File: src/rtl/adc_capture.sv
// rtl/adc_capture.sv - SPI initiator reading the dual-channel 14-bit ADC and programming its preamp
//
// Purpose: runs preamp gain transfers (8 bits, MSB first, AMP_CS low) and ADC conversions
// (AD_CONV strobe, then 34 SCK periods capturing two 14-bit two's-complement samples).
// After reset the gain word GAIN_RESET is sent once automatically.
//
// Ports:
//   CLOCK      in   system clock, rising edge
//   RESET      in   asynchronous active-high reset
//   START      in   request one conversion (sampled only in IDLE)
//   GAIN[7:0]  in   preamp gain word, [7:4]=channel B, [3:0]=channel A
//   GAIN_LOAD  in   request a preamp gain transfer (sampled only in IDLE)
//   SPI_MISO   in   ADC serial data
//   SPI_SCK    out  SPI clock, idle low
//   SPI_MOSI   out  preamp serial data
//   AMP_CS     out  preamp chip select, active low
//   AMP_SHDN   out  preamp shutdown, held 0
//   AD_CONV    out  ADC conversion strobe
//   CH0/CH1    out  last published samples
//   VALID      out  one-cycle pulse when CH0/CH1 update
//   BUSY       out  high while a transfer is in progress
module adc_capture #(
    parameter int         CLK_DIV    = 4,
    parameter logic [7:0] GAIN_RESET = 8'h11
) (
    input  logic        CLOCK,
    input  logic        RESET,
    input  logic        START,
    input  logic [7:0]  GAIN,
    input  logic        GAIN_LOAD,
    input  logic        SPI_MISO,
    output logic        SPI_SCK,
    output logic        SPI_MOSI,
    output logic        AMP_CS,
    output logic        AMP_SHDN,
    output logic        AD_CONV,
    output logic [13:0] CH0,
    output logic [13:0] CH1,
    output logic        VALID,
    output logic        BUSY
);

    localparam logic [2:0] S_IDLE      = 3'd0;
    localparam logic [2:0] S_AMP_SHIFT = 3'd1;
    localparam logic [2:0] S_AMP_TAIL  = 3'd2;
    localparam logic [2:0] S_CONV      = 3'd3;
    localparam logic [2:0] S_ADC_SHIFT = 3'd4;
    localparam logic [2:0] S_DONE      = 3'd5;

    localparam logic [7:0] DIV_LAST = 8'(CLK_DIV - 1);

    logic [2:0]  state_q, state_d;
    logic [7:0]  div_q, div_d;
    logic        phase_q, phase_d;      // 0 = SCK low half, 1 = SCK high half
    logic [5:0]  bit_q, bit_d;
    logic [7:0]  gain_q, gain_d;
    logic [7:0]  amp_sr_q, amp_sr_d;
    logic        gain_pend_q, gain_pend_d;
    logic        start_pend_q, start_pend_d;
    logic [13:0] sh0_q, sh0_d;
    logic [13:0] sh1_q, sh1_d;
    logic [13:0] ch0_q, ch0_d;
    logic [13:0] ch1_q, ch1_d;
    logic        valid_q, valid_d;
    logic        sck_q, sck_d;
    logic        mosi_q, mosi_d;
    logic        cs_n_q, cs_n_d;
    logic        conv_q, conv_d;
    logic        busy_q, busy_d;
    logic        div_last;

    // Greater-or-equal so a corrupted counter can never run past its terminal count.
    assign div_last = (div_q >= DIV_LAST);

    always_comb begin
        state_d      = state_q;
        div_d        = div_q + 8'd1;
        phase_d      = phase_q;
        bit_d        = bit_q;
        gain_d       = gain_q;
        amp_sr_d     = amp_sr_q;
        gain_pend_d  = gain_pend_q;
        start_pend_d = start_pend_q;
        sh0_d        = sh0_q;
        sh1_d        = sh1_q;
        ch0_d        = ch0_q;
        ch1_d        = ch1_q;
        valid_d      = 1'b0;

        case (state_q)
            S_IDLE: begin
                div_d   = 8'd0;
                phase_d = 1'b0;
                bit_d   = 6'd0;
                if (gain_pend_q || GAIN_LOAD) begin
                    state_d      = S_AMP_SHIFT;
                    gain_pend_d  = 1'b0;
                    start_pend_d = START;
                    if (GAIN_LOAD) begin
                        gain_d   = GAIN;
                        amp_sr_d = GAIN;
                    end else begin
                        amp_sr_d = gain_q;
                    end
                end else if (START) begin
                    state_d = S_CONV;
                    sh0_d   = 14'd0;
                    sh1_d   = 14'd0;
                end
            end

            S_AMP_SHIFT: begin
                if (div_last) begin
                    div_d = 8'd0;
                    if (!phase_q) begin
                        phase_d = 1'b1;
                    end else begin
                        // End of the high half: next MOSI bit appears with the new low half.
                        phase_d  = 1'b0;
                        amp_sr_d = {amp_sr_q[6:0], 1'b0};
                        if (bit_q >= 6'd7) begin
                            state_d = S_AMP_TAIL;
                        end else begin
                            bit_d = bit_q + 6'd1;
                        end
                    end
                end
            end

            S_AMP_TAIL: begin
                if (div_last) begin
                    div_d = 8'd0;
                    if (start_pend_q) begin
                        state_d      = S_CONV;
                        start_pend_d = 1'b0;
                        sh0_d        = 14'd0;
                        sh1_d        = 14'd0;
                    end else begin
                        state_d = S_DONE;
                    end
                end
            end

            S_CONV: begin
                if (div_last) begin
                    div_d   = 8'd0;
                    phase_d = 1'b0;
                    bit_d   = 6'd0;
                    state_d = S_ADC_SHIFT;
                end
            end

            S_ADC_SHIFT: begin
                if (div_last) begin
                    div_d = 8'd0;
                    if (!phase_q) begin
                        // This edge raises SCK, so MISO is captured here.
                        phase_d = 1'b1;
                        if (bit_q >= 6'd2 && bit_q <= 6'd15) begin
                            sh0_d = {sh0_q[12:0], SPI_MISO};
                        end
                        if (bit_q >= 6'd18 && bit_q <= 6'd31) begin
                            sh1_d = {sh1_q[12:0], SPI_MISO};
                        end
                    end else begin
                        phase_d = 1'b0;
                        if (bit_q >= 6'd33) begin
                            state_d = S_DONE;
                            ch0_d   = sh0_q;
                            ch1_d   = sh1_q;
                            valid_d = 1'b1;
                        end else begin
                            bit_d = bit_q + 6'd1;
                        end
                    end
                end
            end

            S_DONE: begin
                state_d = S_IDLE;
                div_d   = 8'd0;
            end

            default: begin
                state_d = S_IDLE;
                div_d   = 8'd0;
            end
        endcase

        // Pin values are registered from next-state so the SPI lines never glitch.
        sck_d  = ((state_d == S_AMP_SHIFT) || (state_d == S_ADC_SHIFT)) && phase_d;
        mosi_d = (state_d == S_AMP_SHIFT) ? amp_sr_d[7] : 1'b0;
        cs_n_d = !((state_d == S_AMP_SHIFT) || (state_d == S_AMP_TAIL));
        conv_d = (state_d == S_CONV);
        busy_d = (state_d != S_IDLE) && (state_d != S_DONE);
    end

    always_ff @(posedge CLOCK or posedge RESET) begin
        if (RESET) begin
            state_q      <= S_IDLE;
            div_q        <= 8'd0;
            phase_q      <= 1'b0;
            bit_q        <= 6'd0;
            gain_q       <= GAIN_RESET;
            amp_sr_q     <= 8'd0;
            gain_pend_q  <= 1'b1;
            start_pend_q <= 1'b0;
            sh0_q        <= 14'd0;
            sh1_q        <= 14'd0;
            ch0_q        <= 14'd0;
            ch1_q        <= 14'd0;
            valid_q      <= 1'b0;
            sck_q        <= 1'b0;
            mosi_q       <= 1'b0;
            cs_n_q       <= 1'b1;
            conv_q       <= 1'b0;
            busy_q       <= 1'b0;
        end else begin
            state_q      <= state_d;
            div_q        <= div_d;
            phase_q      <= phase_d;
            bit_q        <= bit_d;
            gain_q       <= gain_d;
            amp_sr_q     <= amp_sr_d;
            gain_pend_q  <= gain_pend_d;
            start_pend_q <= start_pend_d;
            sh0_q        <= sh0_d;
            sh1_q        <= sh1_d;
            ch0_q        <= ch0_d;
            ch1_q        <= ch1_d;
            valid_q      <= valid_d;
            sck_q        <= sck_d;
            mosi_q       <= mosi_d;
            cs_n_q       <= cs_n_d;
            conv_q       <= conv_d;
            busy_q       <= busy_d;
        end
    end

    assign SPI_SCK  = sck_q;
    assign SPI_MOSI = mosi_q;
    assign AMP_CS   = cs_n_q;
    assign AMP_SHDN = 1'b0;
    assign AD_CONV  = conv_q;
    assign CH0      = ch0_q;
    assign CH1      = ch1_q;
    assign VALID    = valid_q;
    assign BUSY     = busy_q;

endmodule
File: config.mk
export PLATFORM = sky130hd
export DESIGN_NAME = adc_capture
export DESIGN_NICKNAME = d
export VERILOG_FILES = /design/src/rtl/adc_capture.sv
export SDC_FILE = /design/constraint.sdc
export NUM_CORES = 1
export LEC_CHECK = 0
export ABC_AREA = 0
export CAP_MARGIN = 40
export CORE_ASPECT_RATIO = 1.4
export CORE_MARGIN = 2
export CORE_UTILIZATION = 45
export DETAILED_ROUTE_END_ITERATION = 16
export MAX_ROUTING_LAYER = met4
export PLACE_DENSITY = 0.66
export SETUP_SLACK_MARGIN = 0.4
export SLEW_MARGIN = 10
export SYNTH_ARGS = -nofsm -noshare
export SYNTH_HDL_FRONTEND = slang
export SYNTH_SLANG_ARGS = --single-unit
File: constraint.sdc
create_clock -name CLOCK -period 3.5 [get_ports CLOCK]
set_input_delay 0.525 -clock CLOCK [delete_from_list [all_inputs] [get_ports CLOCK]]
set_output_delay 0.525 -clock CLOCK [all_outputs]
set_load 0.01 [all_outputs]
==> impl_metrics.tcl <==
set metrics [dict create \
    final_cell_mix "dfrtp_1 (94), clkdlybuf4s50_1 (46), mux2_2 (39)" \
    viasPerCell 5.342 \
    vias 2970 \
    irDropWorstVdd_v 0.0004539 \
    period_needed_ns 2.734 \
    gp_congestion 0.8832 \
    p_comb_share_pct 29.6 \
    power.density_mw_per_mm2 660.5 \
    end_kind "flip-flop" \
    ys_dominant_reg_cell "dfrtp_1" \
    rsz0062_at_grt "no" \
    power_w 0.003560 \
    syn_area_mm2 0.004446 \
    drt_iter0_markers 130 \
    wl_per_cell_um 14.62 \
    synth_area_per_cell_um2 12.08 \
    die_w_um 88 \
    antenna_found_initial 0 \
    final_common_cell "dfrtp_1" \
    max_freq_mhz 365.8 \
    instances_no_fill 556 \
    area_growth_pct 21.22 \
    grt_pass1_wl_um 13630 \
    cap_violations 0 \
    crit_path_max_fanout 14 \
    synth_edf_count 0 \
    io_pins 48 \
    cts_tree "done" \
    track_usage_pct 16.80 \
    required_ns 3.73 \
    fin_nets 440 \
    io_buffers 46 \
    worstHoldPathType "flip-flop to flip-flop" \
    antenna_cells 0 \
    syn_inst 368 \
    drt_wl_total_um 8130 \
    grt_overflow 0 \
    swShare_pct 32.61 \
    cts_setup_buffers 0 \
    core-area_mm2 0.009512 \
    rows 42 \
    hold_viol_final 0 \
    yosys_warnings 0 \
    worst_slew_pin_slew_ns 0.7476 \
    initial_core_util_pct 46.74 \
    power.leakage_nw 2.484 \
    setup_tns_ns 0 \
    grt_max_degree 54 \
    timing.final.crit_share_pct 78.10 \
    ys_ff_latch 98 \
    status "complete, no violations" \
    numCtsBuffers 9 \
    fp.dieH_um 121.6 \
    ant_nets 0 \
    htreeDepth 3 \
    crit_type "flip-flop to flip-flop" \
    fin_hold_ws_ns 0.4690 \
    numClockSinks 98 \
    postCtsResizedCells 0 \
    skew_ns 0.005358 \
    path_clk_slew_ns 0.06 \
    setup-violations-final 0 \
    async_flop_share_pct 100.0 \
    dp_cells 540 \
    clock_power_share_pct 29.3 \
    intPower_w 0.002399 \
    dr.pass1.iters 4 \
    ys_types 64 \
    slew_headroom_pct 49.70 \
    ys_seq_area_share_pct 55.28 \
    cp-start-kind "flip-flop" \
    p_seq_share_pct 41.1 \
    drive_above_1_share_pct 23.35 \
    cp.arrival_ns 2.96 \
    final_util_pct 56.66 \
    cts_hold_buf 0 \
    dieArea_mm2 0.01070 \
    root_buffer "clkbuf_16" \
    slew_viol_final 0 \
    insertion_delay_ns 0.34 \
    clockBufferDepth 2 \
    switchingPower_w 0.001161 \
    dp_hpwl_um 5700 \
    grt_pass1_vias 2905 \
    drc 0 \
]
[area by class of cell]
type	instances	area (um^2)
inverter	12	47.55
clock buffer	9	225.2
clock inverter	7	92.59
sequential	98	2457
multi-input combinational	244	1864
tap	132	165.2
timing repair buffer	54	536.8
fill	822	4123
[synthesized netlist by cell type (all sizes together), types with 3 or more instances]
| master | instances | share of area [%] |
|---|---|---|
| or4 | 3 | 0.51 |
| a21oi | 3 | 0.34 |
| buf | 10 | 1.4 |
| mux2i | 12 | 2.7 |
| mux2 | 40 | 10 |
| a21boi | 3 | 0.51 |
| nor2b | 5 | 0.70 |
| dfrtp | 94 | 53 |
| o31ai | 3 | 0.51 |
| nor4 | 4 | 0.70 |
| nand3 | 5 | 0.68 |
| inv | 12 | 1.0 |
| a211oi | 3 | 0.79 |
| a21bo | 13 | 2.9 |
| a221o | 8 | 1.8 |
| o21ai | 20 | 2.3 |
| nand2 | 35 | 3.1 |
| clkbuf | 10 | 0.84 |
| nor2 | 15 | 1.4 |
| nor3 | 7 | 1.0 |
| ha | 8 | 2.3 |
| nand4 | 15 | 2.1 |
| dfstp | 4 | 2.4 |
[logic make-up after synthesis]
family          share of synthesized area (%)
mux                                     12.92
other cells                           0.08435
simple gates                            13.00
fa+ha+maj                               2.252
xor+xnor                               0.1971
flops                                   55.28
compound gates                          12.97
buf+inv                                 3.293
[critical path: stages, from the launching register on]
cell,delay (ns)
dfrtp_1,0.38
nor4_2,0.66
nand2_2,0.24
inv_2,0.20
nor3_1,0.08
buf_4,0.20
o21ai_2,0.47
mux2_2,0.39
[path summary, 6_finish.rpt]
path	startpoint	to	slack, ns	depth (start not counted)
max	div_q[5]	sh1_q[0]	0.77	7
min	div_q[0]	div_q[0]	0.47	1
max reg2reg	div_q[5]	sh1_q[0]	0.77	7
min reg2reg	div_q[0]	div_q[0]	0.47	1
max in group asynchronous	RESET	AMP_CS	2.13	3
min in group asynchronous	RESET	sh0_q[3]	0.64	2
[flip-flops by register name, indices dropped and copies added, names as in the netlist, 6 cells and up]
| name | count |
|---|---|
| bit_q | 6 |
| div_q | 8 |
| CH0 | 14 |
| gain_q | 8 |
| amp_sr_q | 8 |
| sh1_q | 14 |
| sh0_q | 14 |
| CH1 | 14 |
[per-layer routing]
metal | share of wire, % | GRT usage (%) | vias to the layer above | wire length, um
met1 | 43 | 20.53 | 1453 | 3505
met2 | 51 | 26.85 | 71 | 4160
met3 | 3.5 | 3.523 | 16 | 282
li1 | - | - | 1430 | -
met4 | 2.2 | 7.212 | 0 | 182
met5 | 0 | - | - | 0
[power groups by stage]
stage / combinational, W / clock [W] / sequential (W)
6_report: 0.00105 / 0.00104 / 0.00146
3_3_place_gp: 0.00102 / 0 / 0.00148
2_1_floorplan: 0.000853 / 0 / 0.00142
5_1_grt: 0.00115 / 0.00112 / 0.00149
4_1_cts: 0.00106 / 0.00107 / 0.00146
3_5_place_dp: 0.00106 / 0 / 0.00148
[metrics by stage]
stage,area (um^2),worst slack [ns]
2_1_floorplan,4468,0.4195
3_3_place_gp,5060,0.7604
3_5_place_dp,5071,0.7364
4_1_cts,5389,0.7782
5_1_grt,5389,0.5922
6_report,5389,0.7665
No activity file was read; power rests on OpenSTA's default activity.
